### src/rtl/machine_d_driver.sv
// machine_d_driver
//   Serial stimulus initiator for the 3-bit D-flip-flop state machine
//   (input x, state S[2:0], output F). It shifts a programmable pattern onto
//   x, LSB first, one bit per clock. A lock-step model of the machine's
//   next-state logic runs alongside and is compared with the machine's
//   observed S/F. Any divergence sets a sticky flag.
//
// Ports
//   CLK       in   clock, rising edge
//   RESET     in   synchronous, active-high reset (overrides start)
//   start     in   burst request, honoured only in IDLE
//   pattern   in   [MAX_LEN-1:0] bits to send, bit 0 first
//   len       in   [LEN_W-1:0] bit count, clamped to MAX_LEN; 0 = empty burst
//   check_en  in   enables the S/F comparison
//   S_obs     in   [2:0] machine state observed from the target
//   F_obs     in   machine output F observed from the target
//   x         out  registered serial bit to the machine
//   busy      out  high while a burst is in progress
//   done      out  one-cycle pulse after the last bit
//   exp_S     out  [2:0] model state, registered
//   hit       out  model F, decoded from exp_S
//   mismatch  out  sticky divergence flag
//
// state | meaning
// IDLE  | no burst; x = IDLE_X; a start with len != 0 launches SEND
// SEND  | shifting pattern onto x; cnt = bits still to send after current one
module machine_d_driver #(
  parameter int   MAX_LEN = 8,
  parameter int   LEN_W   = 4,
  parameter logic IDLE_X  = 1'b0
) (
  input  logic               CLK,
  input  logic               RESET,
  input  logic               start,
  input  logic [MAX_LEN-1:0] pattern,
  input  logic [LEN_W-1:0]   len,
  input  logic               check_en,
  input  logic [2:0]         S_obs,
  input  logic               F_obs,
  output logic               x,
  output logic               busy,
  output logic               done,
  output logic [2:0]         exp_S,
  output logic               hit,
  output logic               mismatch
);

  typedef enum logic {IDLE, SEND} state_t;

  localparam logic [LEN_W-1:0] MAX_LEN_L = LEN_W'(MAX_LEN);

  state_t             state;
  logic [MAX_LEN-1:0] shreg;
  logic [LEN_W-1:0]   cnt;

  logic [LEN_W-1:0] len_eff;
  logic             accept;
  logic             cmp_fail;
  logic [2:0]       exp_next;

  assign len_eff = (len > MAX_LEN_L) ? MAX_LEN_L : len;
  assign accept  = (state == IDLE) && start;

  // Model of the machine's next-state logic, driven by the same registered x
  // the machine sees, so exp_S stays cycle-aligned with S_obs.
  assign exp_next[2] = exp_S[2] | (~x & exp_S[1]);
  assign exp_next[1] = (exp_S[1] & exp_S[2]) | ~(exp_S[1] ^ x);
  assign exp_next[0] = exp_S[0] ^ x;

  assign hit      = exp_S[2] & exp_S[1] & ~exp_S[0];
  assign cmp_fail = check_en && ((S_obs != exp_S) || (F_obs != hit));

  always_ff @(posedge CLK) begin
    if (RESET) begin
      state    <= IDLE;
      shreg    <= '0;
      cnt      <= '0;
      x        <= IDLE_X;
      busy     <= 1'b0;
      done     <= 1'b0;
      exp_S    <= 3'b000;
      mismatch <= 1'b0;
    end else begin
      exp_S <= exp_next;
      done  <= 1'b0;

      // A divergence seen on the same edge as a new start must not be lost.
      if (cmp_fail) begin
        mismatch <= 1'b1;
      end else if (accept) begin
        mismatch <= 1'b0;
      end

      unique case (state)
        IDLE: begin
          if (start) begin
            if (len != '0) begin
              state <= SEND;
              shreg <= pattern >> 1;
              cnt   <= len_eff - LEN_W'(1);
              x     <= pattern[0];
              busy  <= 1'b1;
            end else begin
              done <= 1'b1;
            end
          end
        end
        SEND: begin
          if (cnt != '0) begin
            x     <= shreg[0];
            shreg <= shreg >> 1;
            cnt   <= cnt - LEN_W'(1);
          end else begin
            x     <= IDLE_X;
            busy  <= 1'b0;
            done  <= 1'b1;
            state <= IDLE;
          end
        end
        default: state <= IDLE;
      endcase
    end
  end

endmodule
### config.mk
export PLATFORM = sky130hd
export DESIGN_NAME = machine_d_driver
export DESIGN_NICKNAME = d
export VERILOG_FILES = /design/src/rtl/machine_d_driver.sv
export SDC_FILE = /design/constraint.sdc
export NUM_CORES = 1
export LEC_CHECK = 0
export CORE_ASPECT_RATIO = 0.7
export CORE_MARGIN = 3
export CORE_UTILIZATION = 42
export DETAILED_ROUTE_END_ITERATION = 8
export GPL_TIMING_DRIVEN = 0
export PLACE_DENSITY = 0.74
export SYNTH_ARGS = -nofsm -noshare
export SYNTH_HDL_FRONTEND = slang
export SYNTH_SLANG_ARGS = --single-unit
export TNS_END_PERCENT = 5
### constraint.sdc
create_clock -name CLK -period 1.4 [get_ports CLK]
set_input_delay 0.42 -clock CLK [delete_from_list [all_inputs] [get_ports CLK]]
set_output_delay 0.42 -clock CLK [all_outputs]
set_load 0.02 [all_outputs]
* Word-level counts from Yosys, hierarchy flattened *
Cells that the tools add are included.

storage, ports and cells
  bits in writable memories = 0
  word-level logic and storage cells = 64
  memory bits (read-only) = 0
  output and inout bits = 8
  memories kept = 0
  latch bits = 0
  input bits = 20
  bits in registers = 20

operators by class
  magnitude comparators = 1
  multiplexer cells = 27
  equality and inequality tests = 6
  $mul = 0
  shift-type cells = 0
  divide/modulo/power cells = 0
  reduce and logical (&&, ||, !) cells = 9
  bitwise logic cells = 11
  add/subtract/negate cells = 2

operators by type and width
  kind                                                   number
  2-to-1 mux 8 bit                                       3
  2-to-1 mux 4 bit                                       4
  one-hot mux 8 bit (2 select lines)                     1
  2-to-1 mux 1 bit                                       14
  one-hot mux 1 bit (2 select lines)                     4
  one-hot mux 4 bit (2 select lines)                     1
  nonzero test 4 bit                                     2
  subtractor 4 x 1 -> 4 bit, second input constant       2
  AND reduction 3 bit                                    2
  greater-than comparator 4 bit, second input constant   1
  inequality test 2 x 1 -> 1 bit, second input constant  2
  inequality test 2 bit, second input constant           2
  inverter 1 bit                                         4
  AND 1 bit                                              3
  inequality test 3 bit                                  1
  logical AND 1 bit                                      2
  bitwise OR 1 bit                                       2
  AND reduction 2 bit                                    1
  nonzero test 2 bit                                     1
  bitwise XOR 1 bit                                      2
  logical OR 1 bit                                       1
  inequality test 1 bit                                  1

* Depth between registers and ports, before layout *
Gate-level depths: netlist of the first run.

  depth in word-level cells = 6
  gate-level depth with buffers = 6
  mapped depth without buffers = 4

* Least setup slack after synthesis of the first run *
No wires, ideal clock.

  kind = in2reg
  from = input port len[1]
  to = register shreg[0]
  buffers on the path = 1
  cell stages on the path = 5
  setup slack = -51 ps
  arrival time = 1317 ps
  data required time = 1266 ps
  library setup time = 134 ps
  cells stage by stage = o41ai_2 a22oi_2 buf_6 nor2_1 a211oi_2

between the ends
  cells in the longest elaborated chain, start to end = 3

RTL lines
  what                                      RTL line  text
  from (decl)                               36        input logic [LEN_W-1:0] len,
  nonzero test 4 bit                        97        if (len != '0) begin
  inequality test 2 x 1 -> 1 bit (no line)  -
  AND reduction 3 bit (no line)             -
  to (signal assigned)                      99        shreg <= pattern >> 1;
  to (signal assigned)                      111       shreg <= shreg >> 1;
  to (decl)                                 53        logic [MAX_LEN-1:0] shreg;

Every way passes these cells.
A chain may end at the register's enable or synchronous reset.

* Final worst setup path of the first run *
  from = register exp_S[2]
  to = output port hit

between the ends
  cells in the longest elaborated chain, start to end = 2

RTL lines
  what                    RTL line  text
  from (decl)             43        output logic [2:0] exp_S,
  from (signal assigned)  84        exp_S <= exp_next;
  AND 1 bit (2 in a row)  70        assign hit = exp_S[2] & exp_S[1] & ~exp_S[0];
  to (decl)               44        output logic hit,

Every way passes these cells.

==> flow_metrics.env, run 1 <==
export IMPL_drtIter0Drc=62
export IMPL_post_route_period_util_pct=103
export IMPL_clock_latency_ns=0.30
export IMPL_port_buffers=26
export IMPL_dpl_instance_area_um2=1300
export IMPL_p_int_w=0.00101
export IMPL_multi_input_area_um2=589
export IMPL_ys_types=32
export IMPL_grt_usage_pct=14.9
export IMPL_max_stage_delay_ns=0.40
export IMPL_antenna_found_initial=0
export IMPL_hold_path_class="in -> reg"
export IMPL_n_fill_cell=176
export IMPL_cp_data_required_time_ns=0.98
export IMPL_whs_ns=0.327
export IMPL_vias_per_cell=5.05
export IMPL_r2r_setup_slack_ns=0.06
export IMPL_grt_pass1_vias=763
export IMPL_violations="setup timing"
export IMPL_path_class="reg -> out"
export IMPL_stdcell_area_um2=1390
export IMPL_outcome="finished, violations left"
export IMPL_rsz0062_at_grt="yes"
export IMPL_core_um2=2190
export IMPL_combPwrFrac_pct=34.8
export IMPL_startpoint_type="register"
export IMPL_grt_max_degree=11
export IMPL_clock_skew_ns=0.00481
export IMPL_yosys_warnings=0
export IMPL_boundaryPins=28
export IMPL_start_util_pct=45.3
export IMPL_hold_viol=0
export IMPL_synthCells=104
export IMPL_p_sw_share_pct=33.5
export IMPL_nNetsFinal=161
export IMPL_synth_fa_ha_area_share_pct=1.26
export IMPL_synth_top_family_by_area="compound AO/OA/AOI/OAI gates"
export IMPL_setup_viol=1
export IMPL_cap_viol_max_count=0
export IMPL_cts_made_buffers=3
export IMPL_syn_num_nets=125
export IMPL_routed_wl_mm=2.37
export IMPL_tritoncts="done"
export IMPL_seq_area_um2=399
export IMPL_worst_slack_ns=-0.0404
export IMPL_gp_congestion=0.829
export IMPL_p_seq_share_pct=46.9
export IMPL_pwr_density_cell_nw_per_um2=1090
export IMPL_placementRows=14
export IMPL_cp_max_fo=4
export IMPL_synth_area_mux_share_pct=7.07
export IMPL_p_sw_w=0.000508
export IMPL_synth_simple_area_share_pct=19.9
export IMPL_crit_chain="nand2_4, nor2_2, buf_6"
export IMPL_ys_ff_latch=19
export IMPL_synth_area_um2=991
export IMPL_crit_arrival_ns=1.02
export IMPL_slew_limit_headroom_pct=64.6
export IMPL_clock_sinks=19
export IMPL_htreeDepth=1
export IMPL_drt_first_pass_iters=4
export IMPL_diodes=0
export IMPL_area_delta_synth_final_pct=39.9
export IMPL_leakage_nw=0.539
export IMPL_syn_avg_cell_area_um2=9.53
export IMPL_peakVddDrop_mv=0.639
export IMPL_via_count=864
export IMPL_die_h_um=46.6
export IMPL_synthXorXnorAreaFrac_pct=6.19
export IMPL_cp_end_kind="output pin"
export IMPL_clock_path_buffers=2
export IMPL_crit_slowest_cell="dfxtp_4"
export IMPL_slew_viol_final=0
export IMPL_cts_clk_slew_worst_paths_ns=0.11
export IMPL_crit_family="flip-flops"
export IMPL_period_minus_slack_ns=1.44
export IMPL_die_x_um=64.1
export IMPL_grt_ovfl_total=0
export IMPL_tightest_slew_ns=0.531
export IMPL_synth_compound_area_share_pct=21.1
export IMPL_drive_gt1_share_pct=36.7
export IMPL_worst_path_buf_inv=1
export IMPL_power_frac_clock_pct=18.3
export IMPL_root_buffer="clkbuf_4"
export IMPL_ys_seq_area_share_pct=38.4
export IMPL_place_hpwl_mm=1.62
export IMPL_drcViolationCount=0
export IMPL_wl_per_cell_um=13.8
export IMPL_dieArea_um2=2990
export IMPL_grt_pass1_wl_mm=3.42
export IMPL_fmax_mhz=694
export IMPL_ant_nets=0
cells by family after synthesis:
| kind of cell | count (synthesis) |
|---|---|
| DFF | 19 |
| AOI/OAI and AO/OA | 24 |
| xor gates and xnor gates | 7 |
| and+or+nand+nor | 37 |
| adders and majority gates | 1 |
| buffers and inverters | 9 |
| muxes | 7 |
sequential cells by signal (all words and copies together) (netlist names):
signal / flops
busy: 1
cnt: 4
done: 1
exp_S: 3
mismatch: 1
shreg: 7
state: 1
x: 1
cells in the mapped netlist, drive strengths merged:
cell	number	area (um^2)
a211oi	6	75.1
a21oi	5	25.0
a221oi	1	8.76
a22oi	3	27.5
a31oi	1	6.26
and2	2	15.0
buf	4	41.3
clkbuf	1	3.75
dfxtp	19	380
ha	1	12.5
inv	4	15.0
mux2i	7	70.1
nand2	5	18.8
nand2b	1	6.26
nand3	2	10.0
nand3b	2	15.0
nor2	18	67.6
nor3	2	10.0
nor3b	1	7.51
nor4	2	12.5
nor4b	1	23.8
o21a	1	7.51
o21ai	3	15.0
o31ai	3	27.5
o41ai	1	16.3
or3	1	11.3
xnor2	5	43.8
xor2	2	17.5
worst reg2reg max path, cell delays in order (launching register included):
cell     delay, ns
dfxtp_4       0.39
nor4b_4       0.15
and2_4        0.16
or3_4         0.39
o31ai_2       0.17
power groups by stage:
| stage | Combinational [W] | Sequential [W] | Clock [W] |
|---|---|---|---|
| 2_1_floorplan | 0.000297 | 0.000715 | 0 |
| 3_3_place_gp | 0.000483 | 0.000692 | 0 |
| 3_5_place_dp | 0.000492 | 0.000696 | 0 |
| 4_1_cts | 0.000495 | 0.000690 | 0.000295 |
| 5_1_grt | 0.000576 | 0.000723 | 0.000309 |
| 6_report | 0.000528 | 0.000711 | 0.000278 |
cells in the final DEF (no fill, tap or decap), types with 2 or more instances in the layout:
cell type,instances
xor2_1,2
dfxtp_1,12
a22oi_1,2
nor3_1,2
nor2_1,13
o21ai_0,3
nand3_1,2
dfxtp_2,3
o31ai_1,2
dfxtp_4,4
clkbuf_1,2
clkdlybuf4s50_1,13
a21oi_1,5
clkbuf_2,4
and2_4,2
buf_4,7
inv_1,3
nor4_1,2
nand2_1,4
xnor2_1,5
buf_6,3
a211oi_2,6
clkdlybuf4s15_2,5
buf_2,2
nand3b_1,2
clkbuf_4,3
nor2_2,4
mux2i_1,7
per-stage QoR:
step	std cells	setup TNS [ns]	util (%)	worst slack, ns	total power, W
2_1_floorplan	104	-0.00120	-	-0.000602	0.00101
3_3_place_gp	162	-8.87	59.5	-0.677	0.00118
3_5_place_dp	162	-9.44	59.5	-0.727	0.00119
4_1_cts	167	-0.0804	61.9	-0.0644	0.00148
5_1_grt	171	-0.107	63.3	-0.0951	0.00161
6_report	171	-0.0404	63.3	-0.0404	0.00152
per-layer routing:
layer	global-route usage, %	wire length, um
met2	23.0	1170
met3	5.12	104
met1	20.4	1080
met4	2.58	4
met5	0	0
layout make-up:
type | count | share of cell area, %
clock buffer | 4 | 1.90
timing repair buffer | 32 | 20.4
buffer | 4 | 2.44
sequential | 19 | 28.8
multi-input combinational | 76 | 42.5
inverter | 4 | 1.08
tap | 32 | 2.89
final timing paths:
| check | cells past startpoint | startpoint | endpoint |
|---|---|---|---|
| min reg2reg | 2 | mismatch | mismatch |
| min | 2 | RESET | shreg[4] |
| max | 3 | exp_S[2] | hit |
| max reg2reg | 4 | state | cnt[0] |
what timing repair did:
item,CTS,global route
setup buffers,1,4
resized for setup,43,24
pin swaps,2,7
gates cloned,0,1
setup endpoints to repair,23,16
hold buffers,0,0
Power figures use the tool's default switching activity.
==> run 2: changes to the inputs <==
- HOLD_SLACK_MARGIN: unset -> 0.05
==> results of run 2 <==
Same layout as run 1: the final DEF is identical, and so are final timing and power.
